[config.mk]
export PLATFORM = sky130hd
export DESIGN_NAME = apb_multi_master
export DESIGN_NICKNAME = d
export VERILOG_FILES = /design/src/rtl/apb_multi_master.sv
export SDC_FILE = /design/constraint.sdc
export NUM_CORES = 1
export LEC_CHECK = 0
export ABC_CLOCK_PERIOD_IN_PS = 3900
export CORE_MARGIN = 2
export CORE_UTILIZATION = 35
export CTS_BUF_LIST = sky130_fd_sc_hd__clkbuf_16
export DETAILED_ROUTE_END_ITERATION = 10
export DONT_BUFFER_PORTS = 1
export PLACE_DENSITY_LB_ADDON = 0.2
export SLEW_MARGIN = 5
export SYNTH_ARGS = -nofsm -noshare
export SYNTH_HDL_FRONTEND = slang
export SYNTH_SLANG_ARGS = --single-unit
[constraint.sdc]
create_clock -name PCLK -period 3.9 [get_ports PCLK]
set_clock_uncertainty 0.1 [all_clocks]
set_input_delay 0.78 -clock PCLK [delete_from_list [all_inputs] [get_ports PCLK]]
set_output_delay 0.78 -clock PCLK [all_outputs]
set_load 0.01 [all_outputs]
[src/rtl/apb_multi_master.sv]
// Parametrised APB3 master: accepts valid/ready requests and runs SETUP/ACCESS
// transfers on a decoded slave, with PSLVERR reporting and a wait-state timeout.
module apb_multi_master #(
    parameter int ADDR_W  = 8,
    parameter int DATA_W  = 8,
    parameter int SEL_W   = 1,
    parameter int TIMEOUT = 255
) (
    input  logic                        PCLK,
    input  logic                        PRESET,
    input  logic                        req_valid,
    output logic                        req_ready,
    input  logic                        req_write,
    input  logic [ADDR_W-1:0]           req_addr,
    input  logic [DATA_W-1:0]           req_wdata,
    output logic                        rsp_valid,
    output logic [DATA_W-1:0]           rsp_rdata,
    output logic                        rsp_err,
    output logic [(2**SEL_W)-1:0]       PSEL,
    output logic                        PENABLE,
    output logic [ADDR_W-1:0]           PADDR,
    output logic                        PWRITE,
    output logic [DATA_W-1:0]           PWDATA,
    input  logic [(2**SEL_W)*DATA_W-1:0] PRDATA,
    input  logic [(2**SEL_W)-1:0]       PREADY,
    input  logic [(2**SEL_W)-1:0]       PSLVERR
);
    localparam int NUM_SLV = 2**SEL_W;
    // A zero TIMEOUT still needs a legal one-bit counter; it simply never moves.
    localparam int CNT_W = (TIMEOUT > 0) ? $clog2(TIMEOUT + 1) : 1;
    localparam logic [CNT_W-1:0] CNT_MAX = CNT_W'(TIMEOUT);

    typedef enum logic [1:0] {S_IDLE, S_SETUP, S_ACCESS} state_t;

    state_t              r_state, w_next;
    logic [SEL_W-1:0]    r_sel;
    logic [ADDR_W-1:0]   r_paddr;
    logic                r_pwrite;
    logic [DATA_W-1:0]   r_pwdata;
    logic [CNT_W-1:0]    r_cnt;
    logic                r_rsp_valid;
    logic [DATA_W-1:0]   r_rsp_rdata;
    logic                r_rsp_err;

    logic                w_pready, w_pslverr, w_timeout_hit, w_done, w_accept;
    logic [DATA_W-1:0]   w_prdata;

    // Only the addressed slave's response lines are ever looked at.
    assign w_pready      = PREADY[r_sel];
    assign w_pslverr     = PSLVERR[r_sel];
    assign w_prdata      = PRDATA[int'(r_sel)*DATA_W +: DATA_W];
    assign w_timeout_hit = (TIMEOUT != 0) && (r_cnt == CNT_MAX) && !w_pready;
    assign w_done        = (r_state == S_ACCESS) && (w_pready || w_timeout_hit);
    assign w_accept      = req_valid && req_ready;

    always_ff @(posedge PCLK) begin
        if (PRESET) r_state <= S_IDLE;
        else        r_state <= w_next;
    end

    always_comb begin
        w_next = r_state;
        case (r_state)
            S_IDLE:   if (w_accept) w_next = S_SETUP;
            S_SETUP:  w_next = S_ACCESS;
            S_ACCESS: if (w_done) w_next = w_accept ? S_SETUP : S_IDLE;
            default:  w_next = S_IDLE;
        endcase
    end

    always_comb begin
        req_ready = 1'b0;
        PSEL      = '0;
        PENABLE   = 1'b0;
        case (r_state)
            S_IDLE:   req_ready = !PRESET;
            S_SETUP:  PSEL = NUM_SLV'(1) << r_sel;
            S_ACCESS: begin
                PSEL      = NUM_SLV'(1) << r_sel;
                PENABLE   = 1'b1;
                req_ready = !PRESET && w_done;
            end
            default: ;
        endcase
    end

    always_ff @(posedge PCLK) begin
        if (PRESET) begin
            r_sel       <= '0;
            r_paddr     <= '0;
            r_pwrite    <= 1'b0;
            r_pwdata    <= '0;
            r_cnt       <= '0;
            r_rsp_valid <= 1'b0;
            r_rsp_rdata <= '0;
            r_rsp_err   <= 1'b0;
        end else begin
            if (w_accept) begin
                r_sel    <= req_addr[ADDR_W-1 -: SEL_W];
                r_paddr  <= req_addr;
                r_pwrite <= req_write;
                r_pwdata <= req_wdata;
            end
            // Saturating wait counter, restarted for every new ACCESS phase.
            if (r_state == S_SETUP)
                r_cnt <= '0;
            else if (r_state == S_ACCESS && !w_done && r_cnt != CNT_MAX)
                r_cnt <= r_cnt + 1'b1;
            r_rsp_valid <= w_done;
            if (w_done) begin
                r_rsp_rdata <= (!r_pwrite && w_pready) ? w_prdata : '0;
                r_rsp_err   <= (w_pslverr && w_pready) || w_timeout_hit;
            end
        end
    end

    assign PADDR     = r_paddr;
    assign PWRITE    = r_pwrite;
    assign PWDATA    = r_pwdata;
    assign rsp_valid = r_rsp_valid;
    assign rsp_rdata = r_rsp_rdata;
    assign rsp_err   = r_rsp_err;

endmodule
==> run summary, run 1 <==
Startpoint types - register
Hold path startpoint - r_cnt[6]$_SDFFE_PP0P_
Mean number of vias per cell - 5.03
Crit path cell chain - ha_1 > nand3_1 > o21ai_2 > nand2_1 > a21oi_1
Worst Path Arrival - 1.69 ns
Hold Crit Endpoint - r_cnt[6]$_SDFFE_PP0P_
Kind of cell adding the most delay to the critical path - compound AO/OA/AOI/OAI gates
Num CTS Buffers - 5
CTS clock-pin slew for the worst setup and hold paths - 0.05 ns
Tot GR Track Use - 0.132
GPL Wtd Cong - 0.738
Worst slew pin tran - 0.805 ns
Internal power - 0.823 mW
Clk buf depth - 2
Worst reg2reg endpoint - PWDATA[6]$_SDFFE_PP0P_
Post-DP HPWL - 2720 um
Register area share after synthesis - 0.412
Post-CTS setup buffer count - 0
DR vias - 1,172
Number of global-route vias before repair - 1,154
Reg2reg path depth - 5
Hold Path Stages - 2
Clock sinks - 37
Pwr per Cell Area - 561 nW/um^2
Avg Synthesized Cell Area - 11.0 sq um
Sw Ratio - 0.265
FF-to-FF setup slack - 1.55 ns
Final setup TNS - 0 ns
Initial antenna violation count - 0
Req. time, crit path - 3.02 ns
Buffers plus inverters on the worst setup path - 0
Worst VDD drop - 0.224 mV
Initial DRC Count - 35
Flop pwr share - 0.417
Port bufs - 0
Synth unique cells - 36
Min Tclk post-route - 2.57 ns
Global route total overflow - 0
Final hold vios - 0
First-pass GRT wire length - 5540 um
Worst setup EP type - output pin
Worst path max stage delay - 0.37 ns
Slew headroom - 0.463
Fillers - 494
Initial DRT Pass Iterations - 4
Fin crit share - 0.659
Mapped Area - 1800 sq um
Layout cells sized above 1 - 0.215
Ant diodes - 0
Most frequent cells in the layout - 37 x dfxtp_1, 18 x nor2b_1, 12 x mux2i_1, 10 x mux2_4
Clock power share - 0.401
Area Overhead vs Synth - 10.9%
Worst r2r src - r_state[0]$_SDFFE_PP0P_
CTS root buf - clkbuf_16
Most common cell after layout, fill and taps aside - dfxtp_1
Row cnt - 26
Starting Density - 0.357
Crit-path max FO - 4
Largest net degree at the start of global routing - 28
Routed length per instance - 15.2 um
Die area - 5730 sq um
Final net count - 207
Max Fclk - 389 MHz
Status - finished clean
Die height - 75.7 um
Total core area - 5040 sq um
CTS tree - done
Psw - 0.296 mW
Worst setup slack after layout - 1.33 ns
H-tree depth - 2
Lkg Pwr - 0.760 nW
Post-Place Setup Slack - 1.49 ns
Top-Level Pins - 71
Worst-Skew Late Latency - 0.28 ns
Yosys warnings - 0
Post-CTS sizing - 0
Hold_buf cts - 0
Hold Path Class - register to register
Routed wire length - 3550 um
Final setup violation count - 0
Slew Limit Fails - 0
Gate power share - 0.183
Syn Nets - 208
Post-route DRC - 0
Max Cap Viol - 0
RSZ-0062 raised after global routing - false
Seq cells post-synth - 37
ANT nets after route - 0
Die X - 75.7 um
Critical path class - register to output pin
Slowest cell on crit path - dfxtp_1
Synth Instances - 163
-- power by group through the flow --
| stage | combinational, mW | clock (mW) | sequential (mW) |
|---|---|---|---|
| 5_1_grt | 0.224 | 0.471 | 0.472 |
| 3_3_place_gp | 0.199 | 0 | 0.473 |
| 4_1_cts | 0.208 | 0.458 | 0.467 |
| 6_report | 0.204 | 0.448 | 0.466 |
| 3_5_place_dp | 0.208 | 0 | 0.474 |
| 2_1_floorplan | 0.190 | 0 | 0.464 |
-- cell type report --
type,count,area [sq um],area share
multi-input cells,112,975,0.488
flip-flops and latches,37,741,0.371
clock buffers,5,125,0.0627
well taps,70,87.6,0.0439
clock inverters,3,41.3,0.0207
inverters,5,18.8,0.00940
repair buffers,1,7.51,0.00376
-- metal layers --
layer  up-vias  routed length, um  GRT usage
met3         7                195     0.0397
li1        571                  -          -
met2        33               1830      0.222
met5         -                  0          0
met4         0                 55     0.0585
met1       561               1470      0.154
-- how the worst max path moves through the flow --
stage,depth (start not counted),endpoint,from,slack (ns)
after detailed placement,4,PADDR[1]$_SDFFE_PP0P_,PRESET,1.49
after global placement,4,PWDATA[6]$_SDFFE_PP0P_,PRESET,1.58
after floorplan,6,PADDR[4]$_SDFFE_PP0P_,PRESET,1.69
after global routing,5,req_ready,r_cnt[0]$_SDFFE_PP0P_,1.24
final,5,req_ready,r_cnt[0]$_SDFFE_PP0P_,1.33
after CTS,5,req_ready,r_cnt[0]$_SDFFE_PP0P_,1.30
-- through the flow --
stage	util	cell area, sq um	std cells	hold slack [ns]	power, mW
after floorplan	-	1800	163	0.356	0.655
after global placement	0.363	1830	225	0.385	0.672
after detailed placement	0.363	1830	225	0.401	0.681
after CTS	0.396	2000	233	0.409	1.13
after global routing	0.396	2000	233	0.424	1.17
final	0.396	2000	233	0.408	1.12
-- state kept, by name, summed over array words and instances, names as in the netlist --
| register | flops |
|---|---|
| r_state | 2 |
| PWRITE | 1 |
| PWDATA | 8 |
| rsp_rdata | 8 |
| rsp_valid | 1 |
| r_cnt | 8 |
| rsp_err | 1 |
| PADDR | 7 |
| r_sel | 1 |
-- cells by family after synthesis --
kind of cell             share of synthesized area
AND/OR/NAND/NOR                              0.141
flip-flops                                   0.412
multiplexers                                 0.213
AO/OA/AOI/OAI                                0.134
buffers and inverters                       0.0466
adder cells (fa/ha/maj)                     0.0348
XOR/XNOR                                    0.0195
-- cell usage after synthesis --
| cell type | instances | area, sq um |
|---|---|---|
| o211ai_1 | 1 | 7.51 |
| a221oi_1 | 1 | 8.76 |
| or2_2 | 1 | 6.26 |
| nand3_1 | 3 | 15.0 |
| nand2_1 | 8 | 30.0 |
| nand3b_1 | 1 | 7.51 |
| mux2_4 | 10 | 150 |
| buf_6 | 1 | 11.3 |
| o21ai_2 | 2 | 17.5 |
| a2111oi_2 | 1 | 15.0 |
| xnor2_1 | 3 | 26.3 |
| nor2_1 | 8 | 30.0 |
| ha_1 | 5 | 62.6 |
| a211oi_2 | 1 | 12.5 |
| clkbuf_1 | 5 | 18.8 |
| nor2b_1 | 18 | 113 |
| a21bo_2 | 1 | 10.0 |
| inv_1 | 5 | 18.8 |
| and3_1 | 2 | 12.5 |
| a21oi_1 | 5 | 25.0 |
| nand4_1 | 2 | 12.5 |
| a311oi_1 | 1 | 8.76 |
| a32oi_4 | 1 | 27.5 |
| mux2i_1 | 12 | 120 |
| buf_4 | 2 | 15.0 |
| o2bb2ai_1 | 8 | 70.1 |
| o21ai_0 | 2 | 10.0 |
| and2_1 | 1 | 6.26 |
| mux2i_4 | 1 | 22.5 |
| and4_1 | 1 | 8.76 |
| a2111oi_4 | 1 | 27.5 |
| or3_1 | 2 | 12.5 |
| mux2_2 | 8 | 90.1 |
| xor2_1 | 1 | 8.76 |
| dfxtp_1 | 37 | 741 |
| buf_12 | 1 | 20.0 |
-- worst register-to-register path: cells and delay by family, from the launching register on --
family / cells / cell delay (ns)
compound gates: 1 / 0.66
fa+ha+maj: 1 / 0.36
buf+inv: 1 / 0.08
flops: 1 / 0.35
mux: 1 / 0.42
simple gates: 1 / 0.26
Power figures use the tool's default switching activity.
==> run 2: changes to the inputs <==
- ABC_CLOCK_PERIOD_IN_PS: 3900 -> 2400
- clock period: 3.9 -> 2.4 ns (I/O delays scaled with it)
==> run summary, run 2 (synthesis results as in run 1) <==
Fin crit share - 0.929
GPL Wtd Cong - 0.773
Internal power - 1.23 mW
Status - finished clean
Worst reg2reg endpoint - PWDATA[5]$_SDFFE_PP0P_
Lkg Pwr - 0.772 nW
Slew headroom - 0.604
Initial DRC Count - 15
Mean number of vias per cell - 5.06
Req. time, crit path - 1.82 ns
RSZ-0062 raised after global routing - false
Crit-path max FO - 4
Most common cell after layout, fill and taps aside - dfxtp_1
CTS tree - done
Reg2reg path depth - 6
Multi-input logic area - 975 sq um
Psw - 0.471 mW
Clock power share - 0.355
CTS root buf - clkbuf_16
Die height - 75.7 um
Fillers - 513
Tot GR Track Use - 0.135
Worst-Skew Late Latency - 0.27 ns
Routed met3 length - 247 um
ANT nets after route - 0
Worst slew pin tran - 0.591 ns
Hold Path Stages - 1
Worst setup slack after layout - 0.170 ns
Hold Path Class - input port to register
Worst path max stage delay - 0.37 ns
Slew Limit Fails - 0
Clock sinks - 37
Gate power share - 0.200
Num CTS Buffers - 5
Hold path startpoint - PRESET
Starting Density - 0.357
Area post-placement - 1850 sq um
Initial DRT Pass Iterations - 4
Area Overhead vs Synth - 10.6%
Top-Level Pins - 71
Sw Ratio - 0.276
Post-Place Setup Slack - 0.441 ns
First-pass GRT wire length - 5720 um
Post-route cell area - 1990 sq um
Worst r2r src - r_state[0]$_SDFFE_PP0P_
Flop pwr share - 0.445
Number of global-route vias before repair - 1,193
Cells after DPL - 228
Routed length per instance - 15.2 um
Final hold vios - 0
Total core area - 5040 sq um
Final net count - 210
Final setup violation count - 0
Routed wire length - 3580 um
H-tree depth - 2
Post-DP HPWL - 2760 um
Max Fclk - 448 MHz
Initial antenna violation count - 0
Pwr per Cell Area - 857 nW/um^2
Die area - 5730 sq um
CTS clock-pin slew for the worst setup and hold paths - 0.05 ns
FF-to-FF setup slack - 0.45 ns
Final setup TNS - 0 ns
Metal-1 WL - 1360 um
Most frequent cells in the layout - 37 x dfxtp_1, 18 x nor2b_1, 12 x mux2i_1, 10 x mux2_4
Critical path class - register to output pin
Largest net degree at the start of global routing - 28
Port bufs - 0
Layout cells sized above 1 - 0.229
Worst VDD drop - 0.384 mV
Die X - 75.7 um
Met2 routed WL - 1920 um
Max layer used - met4
Slowest cell on crit path - dfxtp_1
Hold Crit Endpoint - rsp_valid$_SDFF_PP0_
Clk buf depth - 2
DR vias - 1,194
Startpoint types - register
Crit path cell chain - ha_1 > nand3_1 > o21ai_2 > nand2_1 > a21oi_1
Min Tclk post-route - 2.23 ns
Final std cells w/o fill - 236
Row cnt - 26
Hold_buf cts - 0
Global route total overflow - 0
Tot Pwr - 1.71 mW
Register Area - 741 sq um
Post-CTS sizing - 0
Ant diodes - 0
Post-route DRC - 0
Post-CTS setup buffer count - 0
Max Cap Viol - 0
Worst Path Arrival - 1.65 ns
Worst setup EP type - output pin
-- run 2: changes by cell type in the layout (fill, tap and decap cells not counted), sizes merged --
cell      previous run  this run
bufinv               1         0
clkinvlp             1         0
buf                  1         4
clkinv               1         2
inv                  5         6
-- run 2: critical path: cells and delay by family, from the launching register on --
| family | cells | cell delay [ns] |
|---|---|---|
| flops | 1 | 0.37 |
| compound gates | 2 | 0.53 |
| simple gates | 2 | 0.25 |
| fa+ha+maj | 1 | 0.23 |
-- run 2: worst max path at each step --
stage / start / to / slack, ns
after floorplan: r_state[0]$_SDFFE_PP0P_ / PADDR[4]$_SDFFE_PP0P_ / 0.36
after detailed placement: r_state[0]$_SDFFE_PP0P_ / PWDATA[4]$_SDFFE_PP0P_ / 0.44
after CTS: r_cnt[0]$_SDFFE_PP0P_ / req_ready / 0.15
after global routing: r_cnt[0]$_SDFFE_PP0P_ / req_ready / 0.07
final: r_cnt[0]$_SDFFE_PP0P_ / req_ready / 0.17
after global placement: r_cnt[0]$_SDFFE_PP0P_ / req_ready / 0.52
-- run 2: per-layer routing --
layer,global-route usage,up-vias
met1,0.151,567
met2,0.227,41
met3,0.0569,5
met4,0.0526,0
li1,-,581
met5,0,-
-- run 2: power groups by stage --
stage               Sequential, mW  Clock (mW)  Combinational, mW
floorplan                    0.754           0              0.310
global placement             0.769           0              0.333
detailed placement           0.771           0              0.347
CTS                          0.759       0.624              0.348
global route                 0.768       0.660              0.374
finish                       0.758       0.605              0.341
-- run 2: cell type report --
class / instances / share of cell area
Multi-Input combinational cell: 112 / 0.490
Sequential cell: 37 / 0.372
Clock buffer: 5 / 0.0629
Tap cell: 70 / 0.0440
Timing Repair Buffer: 4 / 0.0151
Inverter: 5 / 0.00943
Clock inverter: 3 / 0.00691
-- run 2: metrics by stage --
step | utilization | hold slack, ns
final | 0.395 | 0.175
after CTS | 0.395 | 0.168
after global placement | 0.367 | 0.374
after global routing | 0.395 | 0.169
after detailed placement | 0.367 | 0.405
after floorplan | - | 0.356
==> run 3: changes to the inputs <==
- ABC_CLOCK_PERIOD_IN_PS: 2400 -> 2280
- clock period: 2.4 -> 2.28 ns (I/O delays scaled with it)
==> run summary, run 3 (synthesis results as in run 1) <==
Status - finished clean
Max Cap Viol - 0
Hold_buf cts - 0
Worst reg2reg endpoint - r_state[0]$_SDFFE_PP0P_
First-pass GRT wire length - 5760 um
Ant diodes - 0
CTS tree - done
Top-Level Pins - 71
GPL Wtd Cong - 0.774
Reg2reg path depth - 5
Final Util - 0.406
Final setup violation count - 0
Initial DRT Pass Iterations - 6
Post-Place Setup Slack - 0.294 ns
RSZ-0062 raised after global routing - false
Initial antenna violation count - 0
Final setup TNS - 0 ns
Crit-path max FO - 4
Critical path class - register to output pin
FF-to-FF setup slack - 0.24 ns
Routed wire length - 3610 um
H-tree depth - 2
Max Fclk - 456 MHz
Worst Path Arrival - 1.64 ns
Num CTS Buffers - 5
Initial DRC Count - 32
Largest net degree at the start of global routing - 28
Worst r2r src - r_cnt[0]$_SDFFE_PP0P_
Slew Limit Fails - 0
Area post-placement - 1870 sq um
Worst VDD drop - 0.312 mV
Global route total overflow - 0
CTS root buf - clkbuf_16
Worst path max stage delay - 0.37 ns
Starting Density - 0.357
Worst-Skew Late Latency - 0.28 ns
Clk buf depth - 2
Pwr per Cell Area - 944 nW/um^2
Most common cell after layout, fill and taps aside - dfxtp_1
Slew headroom - 0.580
Post-route cell area - 2050 sq um
Hold Path Class - input port to register
Min Tclk post-route - 2.19 ns
Worst setup EP type - output pin
Total core area - 5040 sq um
Post-DP HPWL - 2730 um
Req. time, crit path - 1.72 ns
Die X - 75.7 um
Post-route DRC - 0
Worst setup slack after layout - 0.0881 ns
Layout cells sized above 1 - 0.240
Die height - 75.7 um
Tot GR Track Use - 0.138
Final net count - 211
Area Overhead vs Synth - 13.9%
Fin crit share - 0.961
Hold path startpoint - PRESET
Startpoint types - register
Crit path cell chain - ha_1 > nand3_1 > o21ai_4 > nand2_1 > a21oi_2
Die area - 5730 sq um
Slowest cell on crit path - dfxtp_1
Clock sinks - 37
Number of global-route vias before repair - 1,207
Row cnt - 26
DR vias - 1,183
CTS clock-pin slew for the worst setup and hold paths - 0.05 ns
Mean number of vias per cell - 4.99
Port bufs - 0
Hold Path Stages - 1
ANT nets after route - 0
Routed length per instance - 15.2 um
Hold Crit Endpoint - rsp_valid$_SDFF_PP0_
Post-CTS setup buffer count - 0
Fillers - 488
Critical path startpoint - r_cnt[0]$_SDFFE_PP0P_
Worst slew pin tran - 0.627 ns
Most frequent cells in the layout - 37 x dfxtp_1, 18 x nor2b_1, 12 x mux2i_1, 10 x mux2_4
Final hold vios - 0
Lkg Pwr - 0.787 nW
[run 3: worst max-delay path: cells and delay by family (launching register included)]
kind,cells,cell delay (ns)
AOI/OAI and AO/OA,2,0.45
and+or+nand+nor,2,0.31
DFF,1,0.37
adders and majority gates,1,0.23
[run 3: metrics by stage]
| step | hold slack [ns] | cells | total power [mW] |
|---|---|---|---|
| 2_1_floorplan | 0.356 | 163 | 1.12 |
| 3_3_place_gp | 0.375 | 229 | 1.17 |
| 5_1_grt | 0.144 | 237 | 2.03 |
| 3_5_place_dp | 0.406 | 229 | 1.18 |
| 6_report | 0.148 | 237 | 1.94 |
| 4_1_cts | 0.142 | 237 | 1.96 |
[run 3: how the worst max path moves through the flow]
stage,endpoint,slack [ns]
after floorplan,PADDR[4]$_SDFFE_PP0P_,0.24
after global placement,req_ready,0.32
after detailed placement,PWDATA[7]$_SDFFE_PP0P_,0.29
after CTS,req_ready,0.02
after global routing,req_ready,0.02
final,req_ready,0.09
[run 3: layer usage]
metal / track usage / share of wire / up-vias
li1: - / - / 577
met1: 0.154 / 0.39 / 565
met2: 0.223 / 0.52 / 37
met3: 0.0688 / 0.083 / 4
met4: 0.0585 / 0.011 / 0
met5: 0 / 0 / -
[run 3: what timing repair did]
item | CTS | global route
endpoints found under the setup margin | 1 | 1
cloned | 0 | 0
resized for setup | 1 | 1
[run 3: report_power, final]
group | internal [mW] | total (mW) | switching [mW] | leakage (nW)
clock network | 0.511 | 0.763 | 0.252 | 0.0775
logic | 0.196 | 0.378 | 0.182 | 0.407
registers | 0.720 | 0.794 | 0.0740 | 0.302
[run 3: final cells by class]
class / count / area [sq um] / area share
repair buffers: 5 / 50.0 / 0.0244
flip-flops and latches: 37 / 741 / 0.361
clock buffers: 5 / 125 / 0.0610
clock inverters: 3 / 41.3 / 0.0201
well taps: 70 / 87.6 / 0.0427
inverters: 5 / 18.8 / 0.00916
multi-input cells: 112 / 986 / 0.481
